### config.mk
export PLATFORM = sky130hd
export DESIGN_NAME = spram_arbiter
export DESIGN_NICKNAME = d
export VERILOG_FILES = /design/src/rtl/spram_arb_pkg.sv /design/src/rtl/spram_arbiter_rr_pick.sv /design/src/rtl/spram_arbiter.sv
export SDC_FILE = /design/constraint.sdc
export NUM_CORES = 1
export LEC_CHECK = 0
export ABC_AREA = 1
export CAP_MARGIN = 25
export CORE_MARGIN = 8
export CORE_UTILIZATION = 30
export CTS_BUF_LIST = sky130_fd_sc_hd__clkbuf_2
export CTS_CLUSTER_DIAMETER = 120
export DETAILED_ROUTE_END_ITERATION = 6
export PLACE_DENSITY = 0.8
export SLEW_MARGIN = 20
export SYNTH_ARGS = -nofsm -noshare
export SYNTH_HDL_FRONTEND = slang
export SYNTH_SLANG_ARGS = --single-unit
### constraint.sdc
create_clock -name clk -period 1.4 [get_ports clk]
set_input_delay 0.21 -clock clk [delete_from_list [all_inputs] [get_ports clk]]
set_output_delay 0.21 -clock clk [all_outputs]
set_load 0.01 [all_outputs]
### src/rtl/spram_arb_pkg.sv
// Shared types, limits and a reference round-robin pick for the spram_arbiter slice.
package spram_arb_pkg;

  localparam int SPRAM_ARB_MAX_REQ = 8;

  typedef enum logic [0:0] {
    ARB    = 1'b0,
    LOCKED = 1'b1
  } arb_state_e;

  // Scan from ptr upward with wrap at n_req; returns the one-hot winner.
  function automatic logic [SPRAM_ARB_MAX_REQ-1:0] rr_pick(
    input logic [SPRAM_ARB_MAX_REQ-1:0] req,
    input logic [2:0]                   ptr,
    input int                           n_req
  );
    logic [SPRAM_ARB_MAX_REQ-1:0] pick;
    logic                         found;
    int                           idx;
    pick  = '0;
    found = 1'b0;
    for (int k = 0; k < SPRAM_ARB_MAX_REQ; k++) begin
      idx = int'(ptr) + k;
      if (idx >= n_req) idx = idx - n_req;
      if ((k < n_req) && !found && (idx < SPRAM_ARB_MAX_REQ) && req[idx[2:0]]) begin
        pick[idx[2:0]] = 1'b1;
        found          = 1'b1;
      end
    end
    return pick;
  endfunction

endpackage

### src/rtl/spram_arbiter_rr_pick.sv
// Combinational round-robin picker: rotate by ptr, isolate lowest set bit, rotate back.
module rr_pick_onehot #(
  parameter  int N_REQ = 2,
  localparam int PW    = (N_REQ > 1) ? $clog2(N_REQ) : 1
) (
  input  logic [N_REQ-1:0] req,
  input  logic [PW-1:0]    ptr,
  output logic [N_REQ-1:0] gnt
);

  logic [N_REQ-1:0] rot;
  logic [N_REQ-1:0] pe;

  always_comb begin
    rot = N_REQ'({req, req} >> ptr);
    pe  = rot & (~rot + 1'b1);
    // Upper half of the doubled, left-shifted vector is pe rotated left by ptr.
    gnt = N_REQ'(({pe, pe} << ptr) >> N_REQ);
  end

endmodule

### src/rtl/spram_arbiter.sv
// Round-robin arbiter for one single-port async-read RAM with registered read return.
// Optional grant locking is enabled by defining SPRAM_ARB_LOCK_EN.
module spram_arbiter
  import spram_arb_pkg::*;
#(
  parameter int N_REQ      = 2,
  parameter int DATA_WIDTH = 8,
  parameter int ADDR_WIDTH = 3
) (
  input  logic                        clk,
  input  logic                        rst_n,
  input  logic [N_REQ-1:0]            req,
  input  logic [N_REQ-1:0]            req_we,
  input  logic [N_REQ*ADDR_WIDTH-1:0] req_addr,
  input  logic [N_REQ*DATA_WIDTH-1:0] req_wdata,
  input  logic [N_REQ-1:0]            req_lock,
  output logic [N_REQ-1:0]            gnt,
  output logic [N_REQ-1:0]            rvalid,
  output logic [DATA_WIDTH-1:0]       rdata,
  output logic                        ram_we,
  output logic                        ram_oe,
  output logic [ADDR_WIDTH-1:0]       ram_addr,
  output logic [DATA_WIDTH-1:0]       ram_wdata,
  input  logic [DATA_WIDTH-1:0]       ram_rdata
);

  localparam int PW = (N_REQ > 1) ? $clog2(N_REQ) : 1;

  // Handshake: req[i] is held with its command until gnt[i]=1 in the same
  // cycle; a granted read returns rvalid[i]/rdata exactly one cycle later.

  logic [PW-1:0]         ptr_q, ptr_d;
  logic [N_REQ-1:0]      pick_gnt;
  logic [N_REQ-1:0]      gnt_int;
  logic [PW-1:0]         win_idx;
  logic [N_REQ-1:0]      rvalid_q, rvalid_d;
  logic [DATA_WIDTH-1:0] rdata_q, rdata_d;

  rr_pick_onehot #(.N_REQ(N_REQ)) u_pick (
    .req (req),
    .ptr (ptr_q),
    .gnt (pick_gnt)
  );

`ifdef SPRAM_ARB_LOCK_EN
  localparam logic [0:0] ST_ARB    = ARB;
  localparam logic [0:0] ST_LOCKED = LOCKED;

  logic [0:0]    state_q, state_d;
  logic [PW-1:0] owner_q, owner_d;
  logic          lock_active;

  always_comb begin
    lock_active = (state_q == ST_LOCKED) && req_lock[owner_q];
    gnt_int     = '0;
    if (lock_active) gnt_int[owner_q] = req[owner_q];
    else             gnt_int = pick_gnt;
    if (!rst_n) gnt_int = '0;
  end

  // Lock release and normal arbitration happen in the same cycle.
  always_comb begin
    state_d = ST_ARB;
    owner_d = owner_q;
    if (lock_active) begin
      state_d = ST_LOCKED;
    end else if (|(gnt_int & req_lock)) begin
      state_d = ST_LOCKED;
      owner_d = win_idx;
    end
  end

  always_ff @(posedge clk or negedge rst_n) begin
    if (!rst_n) begin
      state_q <= ST_ARB;
      owner_q <= '0;
    end else begin
      state_q <= state_d;
      owner_q <= owner_d;
    end
  end
`else
  logic unused_lock;
  assign unused_lock = ^req_lock;

  always_comb begin
    gnt_int = rst_n ? pick_gnt : '0;
  end
`endif

  always_comb begin
    win_idx = '0;
    for (int i = 0; i < N_REQ; i++) begin
      if (gnt_int[i]) win_idx = PW'(i);
    end
  end

  // Explicit wrap compare so non power-of-two N_REQ never lands out of range.
  always_comb begin
    ptr_d = ptr_q;
    if (|gnt_int) begin
      ptr_d = (win_idx == PW'(N_REQ - 1)) ? '0 : win_idx + 1'b1;
    end
  end

  always_comb begin
    ram_we    = 1'b0;
    ram_oe    = 1'b0;
    ram_addr  = '0;
    ram_wdata = '0;
    for (int i = 0; i < N_REQ; i++) begin
      if (gnt_int[i]) begin
        ram_we    = req_we[i];
        ram_oe    = ~req_we[i];
        ram_addr  = req_addr[i*ADDR_WIDTH +: ADDR_WIDTH];
        ram_wdata = req_wdata[i*DATA_WIDTH +: DATA_WIDTH];
      end
    end
  end

  always_comb begin
    rvalid_d = gnt_int & ~req_we;
    rdata_d  = (|rvalid_d) ? ram_rdata : rdata_q;
  end

  always_ff @(posedge clk or negedge rst_n) begin
    if (!rst_n) begin
      ptr_q    <= '0;
      rvalid_q <= '0;
      rdata_q  <= '0;
    end else begin
      ptr_q    <= ptr_d;
      rvalid_q <= rvalid_d;
      rdata_q  <= rdata_d;
    end
  end

  assign gnt    = gnt_int;
  assign rvalid = rvalid_q;
  assign rdata  = rdata_q;

endmodule

==> flow_summary.json <==
{
  "failed_checks": "negative setup slack",
  "fmaxAchievable_mhz": 652.5,
  "worst_ep_arrival_time_ps": 1320,
  "top_layer": "met3",
  "place_congestion": 0.7321,
  "yosysWarnings": 0,
  "wirelength_mm": 2.725,
  "utilization": 0.6765,
  "synthArstFlopShare": 1.000,
  "placed_area_mm2": 0.001324,
  "status": "complete, but fails checks",
  "yosys.area.top_type": "dfrtp_1",
  "drv_cap": 0,
  "pwr_density_cell_mw_per_mm2": 743.5,
  "die_h_um": 62.44,
  "io_buffers": 60,
  "timing.setup.tns_ps": -1321,
  "fin_hold_ws_ps": 27.64,
  "drive_gt1_frac": 0.3254,
  "wire_per_inst_um": 13.83,
  "core_region_area_mm2": 0.002127,
  "crit-reg2reg-launch": "ptr_q",
  "antenna_found_initial": 0,
  "rsz0062_at_grt": "yes",
  "via_count": 889,
  "clk_latency_ps": 250,
  "min_period_ps": 1533,
  "syn2layout_area_growth_pct": 122.4,
  "nets": 208,
  "endpoint_kind": "primary output",
  "yosys-top-cells-area": "dfrtp_1, nand2_1, nand3_1",
  "dieArea_mm2": 0.003898,
  "met2_length_mm": 1.222,
  "path_clk_slew_ps": 110,
  "antenna_left": 0,
  "clock_path_buffers": 2,
  "tightest_slew_ps": 216.1,
  "grt_pass1_wl_mm": 4.305,
  "vdd_drop_max_mv": 0.6506,
  "reg2reg_depth": 8,
  "hold_violations": 0,
  "fin_area_mm2": 0.001439,
  "clock_sinks": 11,
  "drt-pass1-iter-count": 4,
  "drc": 0,
  "synth_fp_nets": 129,
  "ys.flop_type": "dfrtp_1",
  "cts_max_level": 1,
  "gr-usage-all-layers": 0.1301,
  "crit_fanout": 6,
  "wl_met3_um": 387,
  "fin_ws_ps": -132.7,
  "period_share": 1.095,
  "antenna-diode-count": 0,
  "vias_per_cell": 4.513,
  "ios": 63,
  "grt_pass1_vias": 989,
  "r2r-end": "rdata[5]",
  "power_leakage_nw": 0.8409,
  "finalSetupViolCount": 14,
  "worst-r2r-setup-slack_ps": 150,
  "yosysSeqAreaShare": 0.4255,
  "fill_cells": 172,
  "regArea_um2": 275.3,
  "ctsHoldBuffers": 0,
  "stdcell_count": 197,
  "clock_skew_ps": 8.940,
  "grt_max_degree": 11,
  "drt_iter0_drc": 81,
  "fp-row-count": 17,
  "root_buffer": "clkbuf_2",
  "syn_avg_cell_area_um2": 7.108,
  "ys_types": 13,
  "finalMaxSlewViolations": 0,
  "synth.most_common_cell": "nand2_1",
  "initial_utilization": 0.3041,
  "cts_tree": "done",
  "met1Wirelength_mm": 1.116,
  "post-place-cells": 185,
  "slew_headroom": 0.8559,
  "cts_buffers": 3,
  "worstSetupStartpointType": "flop",
  "hpwl_mm": 1.979,
  "grt-ovfl-total": 0,
  "hold_path_class": "in -> async",
  "synth_cells": 91,
  "synthesis.area_um2": 646.9,
  "die_x_um": 62.44,
  "yosys.area.top_type_share": 0.4255,
  "required_ps": 1190,
  "yosys-top-cells-count": "nand2_1, dfrtp_1, nand3_1",
  "multi_input_comb_area_um2": 354.1,
  "synth_seq_cells": 11,
  "synth_edf_count": 0,
  "crit_type": "reg -> out"
}
## cell usage in the layout (no fill, tap or decap), drive strengths merged
| cell type | n |
|---|---|
| dfrtp | 11 |
| nand3 | 10 |
| clkinvlp | 1 |
| o21ai | 2 |
| a21oi | 1 |
| buf | 30 |
| nand2 | 56 |
| clkdlybuf4s50 | 34 |
| clkinv | 1 |
| dlymetal6s2s | 8 |
| inv | 7 |
| dlygate4sd2 | 4 |
| clkbuf | 4 |
## timing repair
item	CTS	global route
setup buffers	4	3
pin swaps	9	4
endpoints found under the setup margin	15	23
resized for setup	75	21
gates cloned	1	0
## worst max path at each step
stage	slack, ps	end	start	cells after the start
floorplan	310	ram_addr[0]	ptr_q	6
global placement	-610	ram_wdata[0]	rst_n	7
detailed placement	-650	ram_addr[0]	rst_n	7
CTS	-130	ram_addr[1]	ptr_q	7
global route	-210	ram_wdata[4]	ptr_q	7
finish	-130	ram_addr[1]	ptr_q	7
## cell type report
cell class              instances  area share
flip-flops and latches         11      0.1913
multi-input cells              69      0.2461
repair inverters                1    0.005217
repair buffers                 76      0.4957
well taps                      28     0.02435
clock buffers                   4     0.01391
inverters                       8     0.02348
## report_power, final
group | leakage, nW | total (mW) | switching, mW | internal [mW]
registers | 0.138 | 0.398 | 0.0276 | 0.371
clock network | 0.0166 | 0.176 | 0.100 | 0.0759
logic | 0.686 | 0.496 | 0.213 | 0.282
total | 0.841 | 1.07 | 0.341 | 0.729
## per-stage QoR
step | power [mW] | worst slack (ps)
after global placement | 0.8683 | -613.3
after global routing | 1.138 | -207.5
final | 1.070 | -132.7
after CTS | 1.056 | -133.1
after floorplan | 0.5651 | 308.8
after detailed placement | 0.8777 | -653.3
## cells by family (layout without fill, tap and decap cells)
| family | after synthesis | in the layout | synth area share |
|---|---|---|---|
| AND/OR/NAND/NOR | 66 | 66 | 0.4565 |
| AO/OA/AOI/OAI | 3 | 3 | 0.02902 |
| flip-flops | 11 | 11 | 0.4255 |
| buffers and inverters | 11 | 89 | 0.08897 |
## layer usage
| metal | global-route usage | vias up |
|---|---|---|
| met5 | 0 | - |
| met4 | 0.03134 | 0 |
| met3 | 0.07168 | 0 |
| met2 | 0.2070 | 52 |
| met1 | 0.1481 | 406 |
| li1 | - | 431 |
## flip-flops by register name (all words and copies together), names as in the netlist
name,cells
rdata,8
rvalid,2
ptr_q,1
## critical path, stage by stage, from the launching register on
cell     delay [ps]
dfrtp_1         390
inv_2            60
a21oi_4         140
buf_6           140
buf_6           110
nand2_1          50
nand2_1          50
buf_2           120
Note: power is estimated with default switching activity, not from simulation.
